==> src/rtl/seq_pattern_gen_pkg.sv <==
// Shared definitions for the serial test-pattern transmitter and the detector benches.
package seq_gen_pkg;

  typedef enum logic [1:0] {
    ST_IDLE = 2'd0,
    ST_SEND = 2'd1,
    ST_GAP  = 2'd2,
    ST_DONE = 2'd3
  } state_e;

  localparam int unsigned                DEFAULT_PAT_W   = 4;
  localparam logic [DEFAULT_PAT_W-1:0]   DEFAULT_PATTERN = 4'b0110;

endpackage

==> src/rtl/seq_pattern_gen_if.sv <==
// Control/status bundle between a pattern-generator user and seq_pattern_gen.
interface seq_pattern_gen_if #(
  parameter int unsigned CNT_W = 8,
  parameter int unsigned GAP_W = 4
);
  logic             start;
  logic             abort;
  logic [CNT_W-1:0] repeat_cnt;
  logic [GAP_W-1:0] gap_len;
  logic             x_out;
  logic             bit_valid;
  logic             frame_start;
  logic             busy;
  logic             done;
  logic [CNT_W-1:0] sent_cnt;

  modport master (
    output start, abort, repeat_cnt, gap_len,
    input  x_out, bit_valid, frame_start, busy, done, sent_cnt
  );

  modport slave (
    input  start, abort, repeat_cnt, gap_len,
    output x_out, bit_valid, frame_start, busy, done, sent_cnt
  );
endinterface

==> src/rtl/seq_pattern_gen_piso.sv <==
// Parallel-load, MSB-first shift register; load has priority over shift.
module piso_shift #(
  parameter int unsigned W = 4
) (
  input  logic         clk,
  input  logic         reset,
  input  logic         load_i,
  input  logic         shift_i,
  input  logic [W-1:0] data_i,
  output logic         msb_o
);

  logic [W-1:0] sh_q;
  logic [W-1:0] sh_d;

  always_comb begin
    sh_d = sh_q;
    if (load_i)       sh_d = data_i;
    else if (shift_i) sh_d = {sh_q[W-2:0], 1'b0};
  end

  always_ff @(posedge clk or posedge reset) begin
    if (reset) sh_q <= '0;
    else       sh_q <= sh_d;
  end

  assign msb_o = sh_q[W-1];

endmodule

==> src/rtl/seq_pattern_gen.sv <==
// Serial test-pattern transmitter: sends PATTERN MSB-first, repeated, with idle gaps.
module seq_pattern_gen
  import seq_gen_pkg::*;
#(
  parameter int unsigned      PAT_W    = DEFAULT_PAT_W,
  parameter logic [PAT_W-1:0] PATTERN  = PAT_W'(DEFAULT_PATTERN),
  parameter int unsigned      CNT_W    = 8,
  parameter int unsigned      GAP_W    = 4,
  parameter logic             IDLE_BIT = 1'b1
) (
  input  logic               clk,
  input  logic               reset,
  seq_pattern_gen_if.slave   bus
);

  localparam int unsigned      BIT_W    = $clog2(PAT_W);
  localparam logic [BIT_W-1:0] LAST_BIT = BIT_W'(PAT_W - 1);
  // The shifter runs one bit ahead of x_out, so it is loaded with the MSB already consumed.
  localparam logic [PAT_W-1:0] LOAD_VAL = PATTERN << 1;

  state_e           state_q, state_d;
  logic [BIT_W-1:0] bit_q, bit_d;
  logic [CNT_W-1:0] rep_q, rep_d;
  logic [GAP_W-1:0] gap_len_q, gap_len_d;
  logic [GAP_W-1:0] gap_cnt_q, gap_cnt_d;
  logic [CNT_W-1:0] sent_cnt_q, sent_cnt_d;
  logic             x_out_q, x_out_d;
  logic             bit_valid_q, bit_valid_d;
  logic             frame_start_q, frame_start_d;
  logic             busy_q, busy_d;
  logic             done_q, done_d;
  logic             start_pat;
  logic             shift;
  logic             sh_msb;

  piso_shift #(.W(PAT_W)) u_piso (
    .clk     (clk),
    .reset   (reset),
    .load_i  (start_pat),
    .shift_i (shift),
    .data_i  (LOAD_VAL),
    .msb_o   (sh_msb)
  );

  always_comb begin
    state_d    = state_q;
    bit_d      = bit_q;
    rep_d      = rep_q;
    gap_len_d  = gap_len_q;
    gap_cnt_d  = gap_cnt_q;
    sent_cnt_d = sent_cnt_q;
    start_pat  = 1'b0;
    shift      = 1'b0;

    case (state_q)
      ST_IDLE: begin
        if (bus.start && !bus.abort) begin
          rep_d      = bus.repeat_cnt;
          gap_len_d  = bus.gap_len;
          sent_cnt_d = '0;
          if (bus.repeat_cnt != '0) begin
            state_d   = ST_SEND;
            start_pat = 1'b1;
          end else begin
            state_d = ST_DONE;
          end
        end
      end
      ST_SEND: begin
        if (bus.abort) begin
          state_d = ST_IDLE;
        end else if (bit_q == LAST_BIT) begin
          sent_cnt_d = (sent_cnt_q == '1) ? sent_cnt_q : sent_cnt_q + CNT_W'(1);
          if (rep_q <= CNT_W'(1)) begin
            state_d = ST_DONE;
          end else begin
            rep_d = rep_q - CNT_W'(1);
            if (gap_len_q == '0) begin
              start_pat = 1'b1;
            end else begin
              state_d   = ST_GAP;
              gap_cnt_d = gap_len_q;
            end
          end
        end else begin
          shift = 1'b1;
          bit_d = bit_q + BIT_W'(1);
        end
      end
      ST_GAP: begin
        if (bus.abort) begin
          state_d = ST_IDLE;
        end else if (gap_cnt_q <= GAP_W'(1)) begin
          state_d   = ST_SEND;
          start_pat = 1'b1;
        end else begin
          gap_cnt_d = gap_cnt_q - GAP_W'(1);
        end
      end
      ST_DONE: state_d = ST_IDLE;
      default: state_d = ST_IDLE;
    endcase

    if (start_pat) bit_d = '0;

    // Outputs are registered copies of what the next state will present.
    x_out_d       = start_pat ? PATTERN[PAT_W-1] : (shift ? sh_msb : IDLE_BIT);
    bit_valid_d   = (state_d == ST_SEND);
    frame_start_d = start_pat;
    busy_d        = (state_d != ST_IDLE);
    done_d        = (state_d == ST_DONE);
  end

  always_ff @(posedge clk or posedge reset) begin
    if (reset) begin
      state_q       <= ST_IDLE;
      bit_q         <= '0;
      rep_q         <= '0;
      gap_len_q     <= '0;
      gap_cnt_q     <= '0;
      sent_cnt_q    <= '0;
      x_out_q       <= IDLE_BIT;
      bit_valid_q   <= 1'b0;
      frame_start_q <= 1'b0;
      busy_q        <= 1'b0;
      done_q        <= 1'b0;
    end else begin
      state_q       <= state_d;
      bit_q         <= bit_d;
      rep_q         <= rep_d;
      gap_len_q     <= gap_len_d;
      gap_cnt_q     <= gap_cnt_d;
      sent_cnt_q    <= sent_cnt_d;
      x_out_q       <= x_out_d;
      bit_valid_q   <= bit_valid_d;
      frame_start_q <= frame_start_d;
      busy_q        <= busy_d;
      done_q        <= done_d;
    end
  end

  assign bus.x_out       = x_out_q;
  assign bus.bit_valid   = bit_valid_q;
  assign bus.frame_start = frame_start_q;
  assign bus.busy        = busy_q;
  assign bus.done        = done_q;
  assign bus.sent_cnt    = sent_cnt_q;

endmodule

==> src/flat_wrapper.sv <==
// flat-port wrapper written by rule: the top's interface ports become plain ports
module seq_pattern_gen_flat import seq_gen_pkg::*;
#(
  parameter int unsigned      PAT_W    = DEFAULT_PAT_W,
  parameter logic [PAT_W-1:0] PATTERN  = PAT_W'(DEFAULT_PATTERN),
  parameter int unsigned      CNT_W    = 8,
  parameter int unsigned      GAP_W    = 4,
  parameter logic             IDLE_BIT = 1'b1
)
  (clk, reset, bus_start, bus_abort, bus_repeat_cnt, bus_gap_len, bus_x_out, bus_bit_valid, bus_frame_start, bus_busy, bus_done, bus_sent_cnt);
  seq_pattern_gen_if #(.CNT_W(CNT_W), .GAP_W(GAP_W)) bus_i ();
  input  logic clk;
  input  logic reset;
  input wire logic [$bits(bus_i.start)-1:0] bus_start;
  input wire logic [$bits(bus_i.abort)-1:0] bus_abort;
  input wire logic [$bits(bus_i.repeat_cnt)-1:0] bus_repeat_cnt;
  input wire logic [$bits(bus_i.gap_len)-1:0] bus_gap_len;
  output wire logic [$bits(bus_i.x_out)-1:0] bus_x_out;
  output wire logic [$bits(bus_i.bit_valid)-1:0] bus_bit_valid;
  output wire logic [$bits(bus_i.frame_start)-1:0] bus_frame_start;
  output wire logic [$bits(bus_i.busy)-1:0] bus_busy;
  output wire logic [$bits(bus_i.done)-1:0] bus_done;
  output wire logic [$bits(bus_i.sent_cnt)-1:0] bus_sent_cnt;
  assign bus_i.start = bus_start;
  assign bus_i.abort = bus_abort;
  assign bus_i.repeat_cnt = bus_repeat_cnt;
  assign bus_i.gap_len = bus_gap_len;
  assign bus_x_out = bus_i.x_out;
  assign bus_bit_valid = bus_i.bit_valid;
  assign bus_frame_start = bus_i.frame_start;
  assign bus_busy = bus_i.busy;
  assign bus_done = bus_i.done;
  assign bus_sent_cnt = bus_i.sent_cnt;
  seq_pattern_gen #(.PAT_W(PAT_W), .PATTERN(PATTERN), .CNT_W(CNT_W), .GAP_W(GAP_W), .IDLE_BIT(IDLE_BIT)) u_core (.clk(clk), .reset(reset), .bus(bus_i));
endmodule
==> config.mk <==
export PLATFORM = sky130hd
export DESIGN_NAME = seq_pattern_gen_flat
export DESIGN_NICKNAME = d
export VERILOG_FILES = /design/src/rtl/seq_pattern_gen_pkg.sv /design/src/rtl/seq_pattern_gen_if.sv /design/src/rtl/seq_pattern_gen_piso.sv /design/src/rtl/seq_pattern_gen.sv /design/src/flat_wrapper.sv
export SDC_FILE = /design/constraint.sdc
export NUM_CORES = 1
export LEC_CHECK = 0
export CORE_MARGIN = 4
export CORE_UTILIZATION = 50
export CTS_BUF_LIST = sky130_fd_sc_hd__clkbuf_4 sky130_fd_sc_hd__clkbuf_8
export DETAILED_ROUTE_END_ITERATION = 8
export GPL_ROUTABILITY_DRIVEN = 0
export PLACE_DENSITY = 0.78
export SLEW_MARGIN = 20
export SYNTH_ARGS = -nofsm -noshare
export SYNTH_HDL_FRONTEND = slang
export SYNTH_SLANG_ARGS = --single-unit
==> constraint.sdc <==
create_clock -name clk -period 2 [get_ports clk]
set_input_delay 0.4 -clock clk [delete_from_list [all_inputs] [get_ports clk]]
set_output_delay 0.4 -clock clk [all_outputs]
set_load 0.05 [all_outputs]
# After elaboration in Yosys (flattened, before gate mapping)
# Index checks and enable logic that the tools add are counted.
[classes] addsub=4 mux=46 n_reduce_logical=15 n_eq_ne=17 n_lt_le_gt_ge=2
[ops] cell="$mux W8" n=8
[ops] cell="$mux W4" n=8
[ops] cell="$pmux W8 S2" n=2
[ops] cell="$mux W2" n=12
[ops] cell="$mux W1" n=13
[ops] cell="$ne A2 B2 Y1 const B" n=6
[ops] cell="$reduce_and A5 Y1" n=2
[ops] cell="$reduce_bool A2 Y1" n=5
[ops] cell="$add A8 B1 Y8 const B" n=1
[ops] cell="$eq A2 B2 Y1 const B" n=4
[ops] cell="$eq A8 B8 Y1 const B" n=1
[ops] cell="$le A8 B1 Y1 const B" n=1
[ops] cell="$ne A2 B1 Y1 const B" n=4
[ops] cell="$pmux W2 S4" n=1
[ops] cell="$pmux W4 S2" n=1
[ops] cell="$reduce_bool A8 Y1" n=1
[ops] cell="$sub A8 B1 Y8 const B" n=1
[ops] cell="$reduce_and A7 Y1" n=1
[ops] cell="$eq A2 B1 Y1 const B" n=2
[ops] cell="$le A4 B1 Y1 const B" n=1
[ops] cell="$logic_not A4 Y1" n=1
[ops] cell="$sub A4 B1 Y4 const B" n=1
[ops] cell="$pmux W1 S3" n=1
[ops] cell="$reduce_and A3 Y1" n=1
[ops] cell="other kinds (5)" n=5
[word_totals] regBits=37 out_inout_bits=13

# Depth between registers and ports, before layout
[logic_depth] depth_word=8 mapped_depth=8 mapped_depth_nobuf=7

# By module
# Synthesis repeated with hierarchy kept, for this count alone.
[hier_totals] cells_unflattened=236 area_unflattened_um2=2157.1
[by_module_without_submodules] mod="seq_pattern_gen" cells_per_inst=219 area_each_um2=1981.9 instances=1 seq_area_each_um2=827.0
[by_module_without_submodules] mod="piso_shift" cells_per_inst=17 area_each_um2=175.2 instances=1 seq_area_each_um2=100.1

# Worst setup path before layout
# No wires, ideal clock.
[synth_timing] kind="register to register" from="register u_core.sent_cnt_q[0], in the netlist u_core.bus.sent_cnt[0]" to="register u_core.sent_cnt_q[6], in the netlist u_core.bus.sent_cnt[6]" stages_incl_launch_ff=6 t_arrival_ns=1.965 setup_ns=0.122 synth_period_minus_slack_ns=2.087 path_slack_ns=-0.087 cell_sequence="dfrtp_1 > ha_1 > nand2_1 > nor4_2 > nor2_1 > a32o_1"
[synth_between] elab_chain_len=5
[synth_lines] element="from (decl)" line_no="seq_pattern_gen.sv:26" source="logic [CNT_W-1:0] sent_cnt_q, sent_cnt_d;"
[synth_lines] element="from (signal assigned)" line_no="seq_pattern_gen.sv:133" source="sent_cnt_q <= sent_cnt_d;"
[synth_lines] element="$add A8 B1 Y8" line_no="seq_pattern_gen.sv:73" source="sent_cnt_d = (sent_cnt_q == '1) ? sent_cnt_q : sent_cnt_q + CNT_W'(1);"
[synth_lines] element="$mux W8" line_no="seq_pattern_gen.sv:73"
[synth_lines] element="$mux W8" line_no="seq_pattern_gen.sv:72" source="end else if (bit_q == LAST_BIT) begin"
[synth_lines] element="$mux W8" line_no="seq_pattern_gen.sv:70" source="if (bus.abort) begin"
[synth_lines] element="$pmux W8 S2" line_no="seq_pattern_gen.sv:55" source="case (state_q)"
# Several ways; a longest one is shown, not always the timed one. The select of a mux whose other input is x is not followed.
# A chain may end at the register's enable or synchronous reset.

# Worst setup path after layout
[layout_timing] from="register u_core.sent_cnt_q[2], in the netlist u_core.bus.sent_cnt[2]" to="output bus_sent_cnt[2]"
[layout_rtl] element="to (decl)" line_no="flat_wrapper.sv:23" source="output wire logic [$bits(bus_i.sent_cnt)-1:0] bus_sent_cnt;"
# No word-level cell between the ends.

==> results.txt <==
H-tree levels: 2
Final period utilization: 96.11%
Port Buf Inserts: 28
CP bufs+invs: 1
TritonCTS buffer count: 5
Core Footprint: 3661 um^2
Clk buf depth: 2
Clk_lat worst skew: 0.29 ns
Iteration-0 DRC Markers: 156
I/O pin total: 29
Overflow after GRT: 0
Min Tclk post-route: 1.922 ns
Placement Rows: 22
Final net count: 287
Post-DP HPWL: 2991 um
Initial antenna violation count: 0
Worst path required time: 1.60 ns
Library cells used by synthesis: 41
Startpoint class of the critical path: flip-flop
CP cell instances: clkdlybuf4s50_1
Max stage delay on crit path: 0.83 ns
Fill count: 279
# setup viols final: 0
Max Freq: 520.2 MHz
Synth warn: 0
Crit path max-delay cell type: clkdlybuf4s50_1
Net Count, Synth: 232
DRT antenna net count: 0
Final Hold Fails: 0
Register Area: 880.8 um^2
DRT Pass-1 Iters: 4
Area occupied by multi-input gates: 958.4 um^2
Total number of vias: 1,724
Synth Cell Area: 1886 um^2
# clock sinks: 35
Post-synth EDFFs: 0
Leakage: 1.125 nW
Share of cells above drive strength 1: 20.68%
Vias in the first global route: 1,602
Root Driver: clkbuf_8
# diodes: 0
CP delay by family, top: buffers and inverters
Vias per inst: 5.490
Die area: 4818 um^2
CTS tree: built
Clock skew: 0.01186 ns
Final WL: 4305 um
Initial core utilization: 51.50%
#FFs+latches synth: 35
Ys async rst share: 100.0%
Worst-margin pin slew: 0.5095 ns
VDD IR max: 0.6043 mV
Critical Path Sink Type: output pin
Drc violations: 0
Hold Slack: 0.4926 ns
Pwr/cell area: 1027 nW/um^2
Routed WL per cell: 13.71 um
Worst EP arrival: 1.52 ns
Slew Limit Headroom: 65.98%
PnR Total Power: 2.598 mW
Seq/Total Area, Yosys: 46.52%
Max-Cap Viols: 0
Die Span Y: 69.41 um
Reg clk slew, reported paths: 0.08 ns
Crit path kind: reg2out
GR Util All Layers: 17.93%
First-pass GRT wire length: 7017 um
Final Max Tran Viols: 0
Area Overhead vs Synth: 34.17%
Syn_area_per_cell: 8.979 um^2
CP Max Fanout: 5
Worst min-delay path category: in2async
Dominant synthesized flop cell: dfrtp_1
Largest net degree at the start of global routing: 36
Synthesized instance count: 210
Outcome: finished, final reports clean
Die W: 69.41 um
repair_timing:
action	4_1_cts	5_1_grt
cloned	0	2
endpoints found under the setup margin	1	10
pin swaps	0	5
resized for setup	1	10
hold buffers	0	0
buffers inserted	0	4
endpoints found under the hold margin	0	0
per-stage QoR:
stage	util, %	setup TNS (ns)	cells	setup slack (ns)	area (um^2)
finish	69.10	0	314	0.07771	2530
global placement	64.15	-0.03311	300	-0.01966	2349
global route	69.10	-0.2622	314	-0.07798	2530
CTS	67.40	0	308	0.01649	2467
floorplan	-	0	210	0.07459	1888
detailed placement	64.15	-0.2972	300	-0.08397	2349
kinds of logic after synthesis:
| family | Yosys count | synth area share (%) |
|---|---|---|
| simple gates | 96 | 25.15 |
| xor+xnor | 5 | 2.322 |
| buf+inv | 16 | 3.782 |
| fa+ha+maj | 6 | 3.981 |
| compound gates | 52 | 18.25 |
| flops | 35 | 46.52 |
cells in the final DEF, fill, tap and decap left out, types with 5 or more instances in the layout:
cell type / n
nor3_1: 9
xnor2_1: 5
inv_1: 5
a21oi_1: 12
clkdlybuf4s50_1: 24
buf_4: 29
clkbuf_8: 6
nor2_1: 21
nand2b_1: 5
nand3_1: 7
nand2_1: 37
dfrtp_1: 31
ha_1: 5
o21ai_0: 14
report_power, final:
group	leakage (nW)	total, mW	internal (mW)	switching, mW
Clock	0.0612	0.659	0.403	0.256
Sequential	0.434	1.09	0.907	0.182
Combinational	0.630	0.850	0.382	0.467
Total	1.13	2.60	1.69	0.906
flip-flops by register name, summed over array words and instances (netlist names), 2 cells and up:
register and count:
u_core.state_q 2, u_core.gap_cnt_q 4, u_core.gap_len_q 4, u_core.u_piso.sh_q 2, u_core.bit_q 2, u_core.bus.sent_cnt 8, u_core.rep_q 8
cells in the mapped netlist, types with 5 or more instances:
cell	count	area, um^2
nor2_1	21	78.83
nand3_1	7	35.03
dfrtp_1	34	850.8
ha_1	6	75.07
a21oi_1	13	65.06
inv_1	7	26.28
nand2b_1	5	31.28
xnor2_1	5	43.79
nor3_1	9	45.04
clkbuf_1	5	18.77
nand2_1	37	138.9
o21ai_0	15	75.07
path summary, 6_finish.rpt:
check                                  startpoint                     end  slack [ns]  cells past startpoint
setup / recovery           u_core.bus.sent_cnt[2]         bus_sent_cnt[2]        0.08                      1
hold / removal                              reset  u_core.bus.sent_cnt[7]        0.49                      3
setup reg to reg                u_core.state_q[1]         u_core.bus.done        0.11                      5
hold reg to reg             u_core.u_piso.sh_q[2]   u_core.u_piso.sh_q[2]        0.49                      1
max in group asynchronous                   reset        u_core.bus.x_out        1.15                      3
min in group clk            u_core.u_piso.sh_q[2]   u_core.u_piso.sh_q[2]        0.49                      1
metal layers:
| metal | vias up | GRT usage (%) | routed length [um] |
|---|---|---|---|
| met5 | - | 0 | 0 |
| met3 | 7 | 5.507 | 204 |
| met4 | 0 | 4.338 | 53 |
| li1 | 862 | - | - |
| met2 | 36 | 30.51 | 2161 |
| met1 | 819 | 22.19 | 1885 |
layout make-up:
| class | instances | area share (%) |
|---|---|---|
| well taps | 48 | 2.374 |
| clock inverters | 2 | 1.385 |
| inverters | 7 | 1.039 |
| repair buffers | 56 | 19.24 |
| flip-flops and latches | 35 | 34.82 |
| multi-input cells | 160 | 37.88 |
| clock buffers | 6 | 3.264 |
No activity file was read; power rests on OpenSTA's default activity.
